### src/rtl/seven_segment_four_bit_counter.sv
// Prescaled 4-bit counter shown as "00".."15" on two digits of a multiplexed common-anode display.
// Decode is combinational from registered count/sel (zero latency); no flow control, free-running.
module seven_segment_four_bit_counter #(
    parameter int unsigned TICK_DIV = 100_000_000,
    parameter int unsigned SCAN_DIV = 100_000
) (
    input  logic       clck,
    input  logic       reset,
    output logic [6:0] a_to_g,
    output logic [7:0] Anode_Activate,
    output logic       dp
);
    localparam int unsigned TW = (TICK_DIV > 1) ? $clog2(TICK_DIV) : 1;
    localparam int unsigned SW = (SCAN_DIV > 1) ? $clog2(SCAN_DIV) : 1;
    localparam logic [TW-1:0] TICK_MAX = TW'(TICK_DIV - 1);
    localparam logic [SW-1:0] SCAN_MAX = SW'(SCAN_DIV - 1);

    logic [1:0]    rst_sync_q;
    logic          rst_n;
    logic [TW-1:0] tick_cnt_q, tick_cnt_d;
    logic [SW-1:0] scan_cnt_q, scan_cnt_d;
    logic [3:0]    count_q, count_d;
    logic          sel_q, sel_d;
    logic          tick, scan;
    logic [3:0]    ones, tens, digit;

    // Assert passes straight through; release is delayed two edges.
    always_ff @(posedge clck or negedge reset) begin
        if (!reset) rst_sync_q <= 2'b00;
        else        rst_sync_q <= {rst_sync_q[0], 1'b1};
    end
    assign rst_n = rst_sync_q[1];

    always_comb begin
        tick       = (tick_cnt_q == TICK_MAX);
        scan       = (scan_cnt_q == SCAN_MAX);
        tick_cnt_d = tick ? '0 : tick_cnt_q + 1'b1;
        scan_cnt_d = scan ? '0 : scan_cnt_q + 1'b1;
        count_d    = count_q + {3'b000, tick};
        sel_d      = sel_q ^ scan;
    end

    always_ff @(posedge clck or negedge rst_n) begin
        if (!rst_n) begin
            tick_cnt_q <= '0;
            scan_cnt_q <= '0;
            count_q    <= 4'd0;
            sel_q      <= 1'b0;
        end else begin
            tick_cnt_q <= tick_cnt_d;
            scan_cnt_q <= scan_cnt_d;
            count_q    <= count_d;
            sel_q      <= sel_d;
        end
    end

    always_comb begin
        ones  = (count_q >= 4'd10) ? count_q - 4'd10 : count_q;
        tens  = {3'b000, (count_q >= 4'd10)};
        digit = sel_q ? tens : ones;
        Anode_Activate = sel_q ? 8'b1111_1101 : 8'b1111_1110;
        dp = 1'b1;
        case (digit)
            4'd0:    a_to_g = 7'b000_0001;
            4'd1:    a_to_g = 7'b100_1111;
            4'd2:    a_to_g = 7'b001_0010;
            4'd3:    a_to_g = 7'b000_0110;
            4'd4:    a_to_g = 7'b100_1100;
            4'd5:    a_to_g = 7'b010_0100;
            4'd6:    a_to_g = 7'b010_0000;
            4'd7:    a_to_g = 7'b000_1111;
            4'd8:    a_to_g = 7'b000_0000;
            4'd9:    a_to_g = 7'b000_0100;
            default: a_to_g = 7'b111_1111;
        endcase
    end
endmodule

### config.mk
export PLATFORM = sky130hd
export DESIGN_NAME = seven_segment_four_bit_counter
export DESIGN_NICKNAME = d
export VERILOG_FILES = /design/src/rtl/seven_segment_four_bit_counter.sv
export SDC_FILE = /design/constraint.sdc
export NUM_CORES = 1
export LEC_CHECK = 0
export CORE_MARGIN = 2
export CORE_UTILIZATION = 35
export DETAILED_ROUTE_END_ITERATION = 8
export HOLD_SLACK_MARGIN = 0.02
export PLACE_DENSITY = 0.54
export SETUP_SLACK_MARGIN = 0.15
export SKIP_CTS_REPAIR_TIMING = 1
export SLEW_MARGIN = 20
export SYNTH_ARGS = -nofsm -noshare
export SYNTH_HDL_FRONTEND = slang
export SYNTH_SLANG_ARGS = --single-unit
### constraint.sdc
create_clock -name clck -period 2.78 [get_ports clck]
set_input_delay 0.278 -clock clck [delete_from_list [all_inputs] [get_ports clck]]
set_output_delay 0.278 -clock clck [all_outputs]
set_load 0.01 [all_outputs]
==> flow_summary.json <==
{
  "outcome": "finished clean",
  "criticalPathCategory": "reg2out",
  "worst_setup_path_end_kind": "primary output",
  "clock_tree.buffer_depth": 2,
  "tritoncts": "yes",
  "timing.rr.start": "tick_cnt_q[0]$_DFF_PN0_",
  "path_cells": "inv_1 > ha_1 > a21o_1 > nor2_2 > mux2i_1 > a21oi_1 > clkdlybuf4s50_1",
  "grt_antenna_before_repair": 0,
  "synthCells": 274,
  "critical_path.n_buffers_inverters": 2,
  "placementRows": 32,
  "slew_at_the_pin_with_the_worst_max_slew_slack_ns": 0.705,
  "ctsRootBufferMaster": "sky130_fd_sc_hd__clkbuf_8",
  "crit_required_ns": 2.50,
  "synth_area_per_cell_um2": 10.0,
  "place.port_buffers": 10,
  "timing.critical_path.from": "count_q[1]$_DFF_PN0_",
  "synth-edff-count": 0,
  "fill_cells": 756,
  "gp_congestion": 0.787,
  "num_antenna_cells": 0,
  "finalClockSkew_ns": 0.00585,
  "first_global_vias": 1893,
  "groute.usage.overall_pct": 12.8,
  "wl_per_cell_um": 12.9,
  "critical_path_depth": 7,
  "synth_async_reset_ratio_pct": 100,
  "total_cts_buffers": 5,
  "avgViaCountPerCell": 5.12,
  "hold_viol": 0,
  "fin_crit_ns": 2.56,
  "synth_sequential_area_ratio_pct": 46.5,
  "globalRoute.totalOverflow": 0,
  "synth.largest_area_cell": "sky130_fd_sc_hd__dfrtp_1",
  "die_x_um": 92.5,
  "die_area_um2": 8560,
  "ioPinCount": 18,
  "critical_path_arrival_ns": 2.28,
  "ys_warn_count": 0,
  "timing.max_slew.rel_slack_pct": 52.8,
  "cts_sinks": 51,
  "setup_viol_count_final": 0,
  "crit_path_start_kind": "flip-flop",
  "detailedRoute.firstPassIterationCount": 4,
  "grt_pass1_wl_um": 8910,
  "drt-initial-drc-count": 91,
  "antenna_violating_nets_post_route": 0,
  "core_area_um2": 7650,
  "synthDistinctLibCells": 42,
  "power.density_nw_per_um2": 392,
  "length_in_cells_of_the_worst_reg_to_reg_path": 7,
  "reg2reg_to": "count_q[2]$_DFF_PN0_",
  "period_utilization_post_route_pct": 91.9,
  "clock_insertion_delay_worst_skew_ns": 0.30,
  "max_clock_freq_ghz": 0.391,
  "largest_net_degree_at_the_start_of_global_routing": 50,
  "grt_setup_unrepaired": "yes",
  "drc_errors": 0,
  "critical-path-top-delay-family": "buffers and inverters",
  "total_leakage_power_uw": 0.00142,
  "worst_ir_drop_vdd_v": 0.000188,
  "crit_slowest_cell": "sky130_fd_sc_hd__clkdlybuf4s50_1",
  "synth_largest_type_area_fraction_pct": 46.5,
  "syn_area_um2": 2740,
  "critical-path-max-stage-delay_ns": 0.55,
  "route.final.wire_length_um": 5060,
  "min-delay-path-class": "in2async",
  "max_cap_viol_count": 0,
  "setup_ws_ns": 0.225,
  "synthFlopType": "sky130_fd_sc_hd__dfrtp_1",
  "synth.top_cells.by_area": "sky130_fd_sc_hd__dfrtp_1, sky130_fd_sc_hd__xnor2_1, sky130_fd_sc_hd__ha_1, sky130_fd_sc_hd__nor2_1, sky130_fd_sc_hd__xor2_1",
  "regToRegSetupSlack_ns": 0.59,
  "pre_cts_ws_ns": 0.265,
  "path_clk_slew_ns": 0.10,
  "area.growth.synth_to_final_pct": 11.8,
  "dieHeight_um": 92.5,
  "via_count": 2002,
  "synth.ff_latch_count": 51,
  "fin_hold_ws_ns": 0.119,
  "dpl.hpwl_um": 3530,
  "critPathMaxFanout": 7,
  "cts_htree_levels": 2,
  "setup.worst_path.end": "a_to_g[6]",
  "total_count_of_max_transition_violations_in_the_final_report": 0,
  "finish.net_count": 301,
  "start_util_pct": 35.9,
  "share_of_layout_cells_above_drive_strength_1_pct": 9.34
}
metal layers:
metal	part of all wire, %	GRT usage [%]	up-vias
li1	-	-	984
met1	50	17.8	982
met2	46	20.1	32
met3	2.8	2.20	4
met4	1.6	4.85	0
met5	0	0	-
worst min-delay path by stage:
stage,from,to
2_1_floorplan,reset,rst_sync_q[0]$_DFF_PN0_
3_3_place_gp,rst_sync_q[0]$_DFF_PN0_,rst_sync_q[1]$_DFF_PN0_
3_5_place_dp,rst_sync_q[0]$_DFF_PN0_,rst_sync_q[1]$_DFF_PN0_
4_1_cts,reset,rst_sync_q[0]$_DFF_PN0_
5_1_grt,reset,rst_sync_q[1]$_DFF_PN0_
6_report,reset,rst_sync_q[1]$_DFF_PN0_
sequential cells by signal, summed over array words and instances (netlist names):
name,count
sel_q,1
tick_cnt_q,27
rst_sync_q,2
count_q,4
scan_cnt_q,17
cells by family (layout without fill, tap and decap cells):
family / count (synthesis) / in the layout / synth area share [%]
simple gates: 117 / 117 / 23.7
flops: 51 / 51 / 46.5
xor+xnor: 34 / 34 / 10.9
compound gates: 30 / 30 / 6.71
buf+inv: 23 / 31 / 4.42
fa+ha+maj: 11 / 11 / 5.02
mux: 7 / 7 / 2.60
other cells: 1 / 8 / 0.137
area by class of cell:
cell class / instances / area [µm²] / share of cell area [%]
Multi-Input combinational cell: 207 / 1390 / 45.2
Sequential cell: 51 / 1280 / 41.9
Timing Repair Buffer: 14 / 145 / 4.73
Tap cell: 102 / 128 / 4.16
Clock buffer: 6 / 72.6 / 2.37
Inverter: 9 / 33.8 / 1.10
Clock inverter: 2 / 16.3 / 0.530
layout by cell type, fill, tap and decap left out, drive strengths merged, types with 6 or more instances in the layout:
cell | synthesis | final
a21oi | 13 | 13
and3 | 6 | 6
clkbuf | 4 | 6
conb | 1 | 8
dfrtp | 51 | 51
dlymetal6s2s | 0 | 6
ha | 11 | 11
inv | 9 | 10
mux2i | 6 | 6
nand2 | 16 | 16
nand3 | 14 | 14
nand4 | 12 | 12
nor2 | 29 | 29
nor3 | 7 | 7
nor4 | 10 | 10
xnor2 | 22 | 22
xor2 | 12 | 12
synth_stat cells (all sizes together) (2+ instances only):
master / number
dfrtp: 51
nor2: 29
xnor2: 22
nand2: 16
nand3: 14
a21oi: 13
nand4: 12
xor2: 12
ha: 11
buf: 10
nor4: 10
inv: 9
nor3: 7
and3: 6
mux2i: 6
o21ai: 5
o31ai: 5
or4: 5
clkbuf: 4
or3: 4
and4: 3
or2: 3
a21o: 2
nor2b: 2
nor4bb: 2
where the power goes:
part	internal, µW	total, µW	leakage [µW]	switching, µW
Clock	181	441	0.0000418	259
Sequential	743	756	0.000683	13.4
Combinational	1.24	6.10	0.000693	4.86
through the flow:
step	cells	cell area (µm²)	setup TNS (ns)	total power [µW]	utilization, %
2_1_floorplan	281	2770	0	779	-
5_1_grt	391	3070	0	1260	40.1
4_1_cts	391	3030	-0.173	1220	39.6
3_5_place_dp	383	2940	0	778	38.4
6_report	391	3070	0	1200	40.1
3_3_place_gp	383	2940	0	778	38.4
Power figures use the tool's default switching activity.
